File: src/rtl/out_display.sv
// Output-port display: captures strobed bytes, converts them to BCD with a
// sequential double-dabble engine and scans a 4-digit multiplexed 7-segment display.
module out_display #(
  parameter int unsigned REFRESH_DIV    = 1000,
  parameter bit          SEG_ACTIVE_LOW = 1'b1
) (
  input  logic       clk,
  input  logic       reset_i,
  input  logic       clk_en_i,
  input  logic       out_strobe_i,
  input  logic [7:0] out_value_i,
  input  logic       signed_i,
  output logic [6:0] seg_o,
  output logic [3:0] dig_o,
  output logic       busy_o,
  output logic [7:0] shown_o
);

  localparam int unsigned CW        = $clog2(REFRESH_DIV);
  localparam logic [6:0]  SEG_BLANK = 7'b0000000;
  localparam logic [6:0]  SEG_MINUS = 7'b1000000;
  localparam logic [6:0]  SEG_OFF   = SEG_ACTIVE_LOW ? 7'h7F : 7'h00;
  localparam logic [3:0]  DIG_OFF   = SEG_ACTIVE_LOW ? 4'hF : 4'h0;

  typedef enum logic [1:0] {IDLE, CONV, COMMIT} state_t;

  function automatic logic [6:0] seg_pat(input logic [3:0] d);
    case (d)
      4'd0:    seg_pat = 7'b0111111;
      4'd1:    seg_pat = 7'b0000110;
      4'd2:    seg_pat = 7'b1011011;
      4'd3:    seg_pat = 7'b1001111;
      4'd4:    seg_pat = 7'b1100110;
      4'd5:    seg_pat = 7'b1101101;
      4'd6:    seg_pat = 7'b1111101;
      4'd7:    seg_pat = 7'b0000111;
      4'd8:    seg_pat = 7'b1111111;
      4'd9:    seg_pat = 7'b1101111;
      default: seg_pat = SEG_BLANK;
    endcase
  endfunction

  function automatic logic [19:0] dabble_step(input logic [19:0] r);
    logic [19:0] t;
    t = r;
    for (int unsigned i = 0; i < 3; i++) begin
      if (t[8 + 4*i +: 4] >= 4'd5)
        t[8 + 4*i +: 4] = t[8 + 4*i +: 4] + 4'd3;
    end
    dabble_step = {t[18:0], 1'b0};
  endfunction

  state_t          state_q, state_d;
  logic [19:0]     sh_q, sh_d;
  logic [2:0]      iter_q, iter_d;
  logic            neg_q, neg_d;
  logic [7:0]      cur_q, cur_d;
  logic            pend_q, pend_d;
  logic [7:0]      pend_val_q, pend_val_d;
  logic            pend_sgn_q, pend_sgn_d;
  logic [3:0][6:0] digit_q, digit_d, comp;
  logic [7:0]      shown_d;
  logic            busy_d;
  logic            accept, load_en, load_sgn;
  logic [7:0]      load_val, load_mag;
  logic [3:0]      bcd_h, bcd_t, bcd_o;
  logic [CW-1:0]   ref_cnt;
  logic [1:0]      scan_q;

  assign accept = out_strobe_i & clk_en_i;
  assign bcd_h  = sh_q[19:16];
  assign bcd_t  = sh_q[15:12];
  assign bcd_o  = sh_q[11:8];

  // Minus sign sits immediately left of the most significant shown digit.
  always_comb begin
    comp[0] = seg_pat(bcd_o);
    comp[1] = (bcd_h != 4'd0 || bcd_t != 4'd0) ? seg_pat(bcd_t) : SEG_BLANK;
    comp[2] = (bcd_h != 4'd0) ? seg_pat(bcd_h) : SEG_BLANK;
    comp[3] = SEG_BLANK;
    if (neg_q) begin
      if (bcd_h != 4'd0)      comp[3] = SEG_MINUS;
      else if (bcd_t != 4'd0) comp[2] = SEG_MINUS;
      else                    comp[1] = SEG_MINUS;
    end
  end

  always_ff @(posedge clk or posedge reset_i) begin
    if (reset_i) begin
      state_q    <= IDLE;
      sh_q       <= '0;
      iter_q     <= '0;
      neg_q      <= 1'b0;
      cur_q      <= '0;
      pend_q     <= 1'b0;
      pend_val_q <= '0;
      pend_sgn_q <= 1'b0;
      digit_q    <= '0;
      shown_o    <= '0;
      busy_o     <= 1'b0;
    end else begin
      state_q    <= state_d;
      sh_q       <= sh_d;
      iter_q     <= iter_d;
      neg_q      <= neg_d;
      cur_q      <= cur_d;
      pend_q     <= pend_d;
      pend_val_q <= pend_val_d;
      pend_sgn_q <= pend_sgn_d;
      digit_q    <= digit_d;
      shown_o    <= shown_d;
      busy_o     <= busy_d;
    end
  end

  // A pending value is reloaded from IDLE on the edge after COMMIT, which
  // keeps every conversion (back-to-back or not) at a 10-cycle cadence.
  always_comb begin
    state_d    = state_q;
    sh_d       = sh_q;
    iter_d     = iter_q;
    neg_d      = neg_q;
    cur_d      = cur_q;
    pend_d     = pend_q;
    pend_val_d = pend_val_q;
    pend_sgn_d = pend_sgn_q;
    digit_d    = digit_q;
    shown_d    = shown_o;
    busy_d     = busy_o;
    load_en    = 1'b0;
    load_val   = out_value_i;
    load_sgn   = signed_i;
    case (state_q)
      IDLE: begin
        if (pend_q) begin
          load_en  = 1'b1;
          load_val = pend_val_q;
          load_sgn = pend_sgn_q;
          pend_d   = 1'b0;
        end else if (accept) begin
          load_en = 1'b1;
        end
      end
      CONV: begin
        sh_d   = dabble_step(sh_q);
        iter_d = iter_q + 3'd1;
        if (iter_q == 3'd7) state_d = COMMIT;
      end
      COMMIT: begin
        digit_d = comp;
        shown_d = cur_q;
        busy_d  = 1'b0;
        state_d = IDLE;
      end
      default: state_d = IDLE;
    endcase
    if (accept && (state_q != IDLE || pend_q)) begin
      pend_d     = 1'b1;
      pend_val_d = out_value_i;
      pend_sgn_d = signed_i;
    end
    load_mag = (load_sgn && load_val[7]) ? (~load_val + 8'd1) : load_val;
    if (load_en) begin
      sh_d    = {12'd0, load_mag};
      neg_d   = load_sgn & load_val[7];
      cur_d   = load_val;
      iter_d  = '0;
      state_d = CONV;
      busy_d  = 1'b1;
    end
  end

  always_ff @(posedge clk or posedge reset_i) begin
    if (reset_i) begin
      ref_cnt <= '0;
      scan_q  <= '0;
      seg_o   <= SEG_OFF;
      dig_o   <= DIG_OFF;
    end else begin
      if (ref_cnt == CW'(REFRESH_DIV - 1)) begin
        ref_cnt <= '0;
        scan_q  <= scan_q + 2'd1;
      end else begin
        ref_cnt <= ref_cnt + CW'(1);
      end
      dig_o <= SEG_ACTIVE_LOW ? ~(4'b0001 << scan_q) : (4'b0001 << scan_q);
      seg_o <= SEG_ACTIVE_LOW ? ~digit_d[scan_q] : digit_d[scan_q];
    end
  end

endmodule

File: config.mk
export PLATFORM = sky130hd
export DESIGN_NAME = out_display
export DESIGN_NICKNAME = d
export VERILOG_FILES = /design/src/rtl/out_display.sv
export SDC_FILE = /design/constraint.sdc
export NUM_CORES = 1
export LEC_CHECK = 0
export ABC_AREA = 1
export CORE_MARGIN = 2
export CORE_UTILIZATION = 61
export CTS_BUF_LIST = sky130_fd_sc_hd__clkbuf_8
export DETAILED_ROUTE_END_ITERATION = 10
export PLACE_DENSITY = 0.82
export REMOVE_ABC_BUFFERS = 1
export SLEW_MARGIN = 20
export SYNTH_ARGS = -nofsm -noshare
export SYNTH_HDL_FRONTEND = slang
export SYNTH_SLANG_ARGS = --single-unit
File: constraint.sdc
create_clock -name clk -period 3.8 [get_ports clk]
set_clock_uncertainty 0.15 [all_clocks]
set_input_delay 0.57 -clock clk [delete_from_list [all_inputs] [get_ports clk]]
set_output_delay 0.57 -clock clk [all_outputs]
set_load 0.03 [all_outputs]
==> summary.txt, run 1 <==
Status
  – Status: complete, no violations

Timing
  – RSZ-0062 raised after global routing: no
  – Fin Setup TNS: 0 ns
  – Final Hold Vio Count: 0
  – Endpoints failing setup: 0
  – Pins Over Slew Limit: 0
  – Slew HR: 0.529
  – Actual slew at the worst max-slew pin: about 0.71 ns
  – F_max: 425 MHz
  – Worst setup margin: 1.45 ns
  – Fin crit period: 2.35 ns
  – Final worst-path cycle share: 0.619

Global route
  – Total GRT Usage: 0.264
  – Initial antenna violation count: 0
  – Total grt overflow: 0
  – Largest net degree at the start of global routing: 58
  – First-pass GRT wire length: about 19,000 um
  – Number of global-route vias before repair: around 3,900

Logic synthesis
  – Ys async rst share: 1.00
  – Top FF cell, synth: dfrtp_1
  – Cell with the most instances after synthesis: nand2_1
  – Synth area leaders: dfrtp_1 (45%), nand2_1 (11%), ha_1 (6.3%)
  – Synth top area share: 0.454
  – Number of synthesized flops with an enable pin: 0
  – Commonest cells post-synth: nand2_1 (151), dfrtp_1 (93), inv_1 (67), o21ai_0 (62), nor2_1 (50)
  – Netlist cell types: 39
  – Yosys warnings: 0
  – Synth area leader: dfrtp_1
  – Cell count after synthesis: roughly 600
  – Post-synthesis sequential area ratio: 0.510
  – Post-Syn Area per Cell: around 8.5 um2
  – Post-synthesis register bit count: 104
  – Netlist Area Pre-Place: about 0.005 mm2

Die
  – I/O pin cnt: 33
  – Die Area: a little over 0.009 mm2
  – Starting density of the core: 0.627
  – CORE AREA: 0.00818 mm2
  – Vert. Die Dim: about 96 um
  – Row cnt: 33
  – DIE WIDTH: 95.7 um

Power and ir drop
  – Lkg Pwr: 2.84 nW
  – Worst vdd ir: 0.454 mV
  – Internal power: 2.53 mW
  – Clk pwr share: 0.147
  – Flop pwr share: 0.398
  – Switching part of the total: 0.442
  – NetSw: 2.00 mW
  – Comb power frac: 0.454
  – Cell Pwr Density: 792 mW/mm2

Route
  – Routed vias: a little over 4,000
  – DRC: 0
  – Routed len/inst: 14.6 um
  – TritonRoute pass-1 iters: 4
  – DR vias/cell: 5.50
  – Starting DRT DRC Count: between 200 and 300
  – Post-Route WL: ~11,000 um
  – Post-DRT Antenna Nets: 0

Clock tree
  – CTS Buffer Depth: 2
  – Hold-fix buffers, CTS: 0
  – Root buf cell: clkbuf_8
  – CTS tree: built
  – Inserted Clock Buffers: 9
  – # resized after CTS: 0
  – Reg clk slew, reported paths: 0.10 ns
  – # clock sinks: 104
  – Deepest level of the CTS H-tree: 3
  – Worst-skew pair later-pin latency: 0.38 ns
  – Post-CTS setup repair buffer count: 0

Job
  – Max-cap violations: 0

Setup path
  – Max stage delay on crit path: 0.43 ns
  – CP bufs+invs: 3
  – Crit-path slowest cell: dfrtp_1
  – CP top delay family: simple AND/OR/NAND/NOR gates
  – CP required: ~4 ns
  – Crit Path Class: flop to flop
  – Crit end category: flop
  – Worst-path fanout max: 19
  – Worst EP arrival: 2.47 ns
  – Worst setup SP type: flop
  – Critical-path cell list: nor2_4, inv_2, a21oi_4, inv_2, nand2_2, inv_2, a32o_1
  – Most frequent CP cell: inv_2

Placed design
  – HPWL after DPL: 7560 um
  – Worst slack, placed: 1.13 ns
  – Last weighted congestion value of the routability-driven placer: 0.869
  – Port bufs: 32

Final layout
  – Final core occ: 0.700
  – Area growth from synthesis to layout: 11.6%
  – Fillers: around 670
  – Fin nets: 675
  – Layout cells sized above 1: 0.0811
  – ANT cells: 0

Min path
  – Worst hold path class: flop to flop
-- routing by layer --
metal  wire length (um)  vias up  track usage
met3                436       24       0.0411
met1               5110     1959        0.381
met2               5090      109        0.400
li1                   -     2008            -
met5                  0        -            0
met4                230        0        0.110
-- power groups by stage --
stage                     Clock (mW)  Combinational [mW]  Sequential [mW]
final                          0.669                2.06             1.81
after global placement             0                1.95             1.80
after CTS                      0.674                2.04             1.80
after detailed placement           0                2.02             1.82
after global routing           0.730                2.34             1.85
after floorplan                    0                1.27             1.93
-- worst paths after layout --
| kind | start | end | slack [ns] | cells after the start |
|---|---|---|---|---|
| worst max-delay path | state_q[1]$_DFFE_PP0P_ | sh_q[10]$_DFFE_PP0P_ | 1.45 | 7 |
| worst min-delay path | ref_cnt[0]$_DFF_PP0_ | ref_cnt[0]$_DFF_PP0_ | 0.32 | 1 |
| worst max register to register | state_q[1]$_DFFE_PP0P_ | sh_q[10]$_DFFE_PP0P_ | 1.45 | 7 |
| worst min register to register | ref_cnt[0]$_DFF_PP0_ | ref_cnt[0]$_DFF_PP0_ | 0.32 | 1 |
| max in group asynchronous | reset_i | seg_o[5]$_DFF_PP1_ | 2.24 | 3 |
| min in group asynchronous | reset_i | ref_cnt[1]$_DFF_PP0_ | 0.51 | 2 |
-- state kept, by name (all words and copies together), names as in the netlist, 2 cells and up --
register	flops
digit_q	28
sh_q	20
ref_cnt	10
cur_q	8
pend_val_q	8
shown_o	8
seg_o	7
dig_o	4
iter_q	3
scan_q	2
state_q	2
-- area by class of cell --
cell class | instances | area (um2) | area share
flip-flops and latches | 104 | 2620 | 0.457
well taps | 105 | 131 | 0.0230
inverters | 76 | 288 | 0.0503
clock buffers | 9 | 124 | 0.0217
multi-input cells | 410 | 2140 | 0.375
clock inverters | 7 | 62.6 | 0.0109
repair buffers | 35 | 355 | 0.0621
-- cell usage in the layout (no fill, tap or decap), types with 2 or more instances in the layout --
| cell | n |
|---|---|
| nor2_4 | 2 |
| clkbuf_8 | 9 |
| inv_2 | 7 |
| xor2_1 | 5 |
| nor3_1 | 9 |
| inv_4 | 2 |
| or2_1 | 2 |
| clkinv_4 | 2 |
| nor2_1 | 50 |
| o21bai_1 | 5 |
| a21oi_1 | 26 |
| nand2_2 | 3 |
| inv_1 | 66 |
| dfstp_2 | 11 |
| mux2_2 | 2 |
| ha_1 | 26 |
| nand3b_1 | 3 |
| o21ai_0 | 62 |
| a22o_1 | 2 |
| inv_8 | 2 |
| nand3_1 | 25 |
| o21ai_2 | 2 |
| buf_4 | 2 |
| dfrtp_1 | 93 |
| o22ai_1 | 10 |
| clkdlybuf4s50_1 | 32 |
| a31oi_1 | 2 |
| clkinv_1 | 2 |
| o21ai_1 | 9 |
| o211ai_1 | 3 |
| nand2_1 | 151 |
-- kinds of logic (layout without fill, tap and decap cells) --
logic type                 count (synthesis)  in the layout  share of synthesized area
and+or+nand+nor                          252            252                      0.206
AOI/OAI and AO/OA                        125            125                      0.136
DFF                                      104            104                      0.510
buffers and inverters                     92            127                     0.0715
adders and majority gates                 26             26                     0.0635
xor gates and xnor gates                   5              5                    0.00854
muxes                                      2              2                    0.00439
-- through the flow --
stage	instances	total power [mW]	cell area [um2]	hold WS [ns]
CTS	746	4.51	5720	0.332
detailed placement	730	3.84	5530	0.307
floorplan	590	3.20	5040	0.280
global route	746	4.92	5720	0.359
finish	746	4.53	5720	0.324
global placement	730	3.74	5530	0.300
No activity file was read; power rests on OpenSTA's default activity.
==> run 2, diff against run 1 <==
CORE_UTILIZATION = 55   (was 61)
PLACE_DENSITY = 0.78   (was 0.82)
clock period = 1.9 ns   (was 3.8 ns; I/O delays follow)
==> run 2 against run 1 <==
Compared with the run above:
- flip-flop and latch count unchanged
- final cell count up 4.0%
- design area up 5.1%
- critical path type is now flop to primary output
- sequential share of layout area down 2.2 points
- critical path depth down 6
- sequential power up 98%
- die area up 10%
==> summary.txt, run 2 (same netlist as run 1, synthesis figures left out) <==
Status
  – Status: complete, no violations

Die
  – Vert. Die Dim: slightly above 100 um
  – Starting density of the core: 0.560
  – Row cnt: 35
  – CORE AREA: 0.00915 mm2
  – Die Area: 0.0101 mm2
  – DIE WIDTH: a little over 100 um
  – I/O pin cnt: 33

Final layout
  – Finished Cell Area: about 0.006 mm2
  – ANT cells: 0
  – Area growth from synthesis to layout: 17.3%
  – Number of flip-flops in the largest register: 28
  – Most common cell after layout, fill and taps aside: nand2_1
  – Area of the multi-input gates: 0.00224 mm2
  – Fillers: 714
  – Final core occ: 0.657
  – Largest regs: digit_q: 28 flops, sh_q: 20 flops, ref_cnt: 10 flops
  – Layout cells sized above 1: 0.147
  – Leading cell types in the layout, fill and taps excluded: nand2_1 (146), dfrtp_1 (92), inv_1 (64)
  – Top reg by flops: digit_q
  – Register cell area after layout: 0.00262 mm2
  – Fin nets: 699

Global route
  – Largest net degree at the start of global routing: 47
  – First-pass GRT wire length: 19,100 um
  – Initial antenna violation count: 0
  – Number of global-route vias before repair: slightly above 4,000
  – Most used routing layer: met2
  – Total GRT Usage: 0.237
  – Met2 GRT Util: 0.390
  – Total grt overflow: 0
  – Met3 usage: 0.0381
  – Met1 track demand over resource: 0.322

Power and ir drop
  – Worst vdd ir: between 0.7 and 0.8 mV
  – Cell Pwr Density: 1570 mW/mm2
  – Lkg Pwr: 3.01 nW
  – Total power: 9.43 mW

Timing
  – F_max: 540 MHz
  – Final Hold Vio Count: 0
  – Pins Over Slew Limit: 0
  – RSZ-0062 raised after global routing: yes
  – Final hold slack: 0.0505 ns
  – Worst setup margin: around 0.047 ns
  – Fin crit period: 1.85 ns
  – Actual slew at the worst max-slew pin: approximately 0.5 ns
  – Final worst-path cycle share: 0.975
  – Slew HR: 0.670
  – Endpoints failing setup: 0

Clock tree
  – CTS Buffer Depth: 2
  – Deepest level of the CTS H-tree: 3
  – CTS tree: built
  – Inserted Clock Buffers: 9
  – # clock sinks: 104
  – Reg clk slew, reported paths: 0.10 ns
  – Root buf cell: clkbuf_8
  – Worst-skew pair later-pin latency: 0.38 ns

Setup path
  – CP top delay family: buffers and inverters
  – Crit end category: primary output
  – Critical-path cell list: clkdlybuf4s50_1
  – Crit Path Class: flop to primary output
  – Worst setup SP type: flop
  – Crit-path slowest cell: clkdlybuf4s50_1
  – CP bufs+invs: 1
  – CP required: 1.46 ns
  – Worst-path fanout max: 2
  – Max stage delay on crit path: around 0.67 ns
  – Worst EP arrival: 1.42 ns

Route
  – Post-DRT Antenna Nets: 0
  – Routed vias: 4,251
  – Routed len/inst: 14.1 um
  – Post-Route WL: ~11,000 um
  – DR vias/cell: 5.48
  – Starting DRT DRC Count: a little over 300
  – DRC: 0
  – TritonRoute pass-1 iters: 4

Placed design
  – Placed Area: around 0.0057 mm2
  – Worst slack, placed: between 0.03 and 0.04 ns
  – Port bufs: 32
  – Last weighted congestion value of the routability-driven placer: between 0.9 and 1
  – HPWL after DPL: 7730 um

Job
  – Max-cap violations: 0

Min path
  – Worst hold path class: input pin to asynchronous set/reset pin
## run 2: repair_timing
item | in CTS | in global routing
gates cloned | 0 | 0
buffers inserted | 0 | 4
hold endpoints to repair | 0 | 0
hold buffers | 0 | 0
pin swaps | 0 | 2
setup endpoints to repair | 12 | 24
resized for setup | 12 | 39
## run 2: metal layers
metal | up-vias | routed length, um
met5 | - | 0
met4 | 0 | 176
met3 | 17 | 476
met2 | 124 | 5290
met1 | 2043 | 4980
li1 | 2067 | -
## run 2: layout make-up
class | instances | area share
Inverter | 76 | 0.0483
Sequential cell | 104 | 0.435
Clock inverter | 6 | 0.00832
Multi-Input combinational cell | 410 | 0.372
Timing Repair Buffer | 59 | 0.0897
Clock buffer | 10 | 0.0229
Tap cell | 111 | 0.0231
## run 2: final timing paths
check / startpoint / endpoint / slack, ns / cells past startpoint
max: shown_o[4]$_DFFE_PP0P_ / shown_o[4] / 0.05 / 1
min: reset_i / state_q[1]$_DFFE_PP0P_ / 0.05 / 2
max reg2reg: state_q[0]$_DFFE_PP0P_ / sh_q[4]$_DFFE_PP0P_ / 0.06 / 10
min reg2reg: ref_cnt[0]$_DFF_PP0_ / ref_cnt[0]$_DFF_PP0_ / 0.32 / 1
max in group asynchronous: reset_i / seg_o[3]$_DFF_PP1_ / 0.99 / 3
min in group clk: ref_cnt[0]$_DFF_PP0_ / ref_cnt[0]$_DFF_PP0_ / 0.32 / 1
## run 2: per-stage QoR
stage | cells | TNS, ns
2_1_floorplan | 590 | -123.27
3_5_place_dp | 756 | 0
3_3_place_gp | 756 | 0
6_report | 776 | 0
4_1_cts | 772 | 0
5_1_grt | 776 | -0.278
## run 2: power by group
part	total, mW	switching [mW]	internal (mW)
registers	3.59	0.491	3.10
clock network	1.33	0.801	0.532
logic	4.51	2.81	1.70
==> run 3, diff against run 2 <==
SLEW_MARGIN = not set   (was 20)
==> results of run 3 <==
No change in the layout: final DEF, timing and power equal those of run 2.
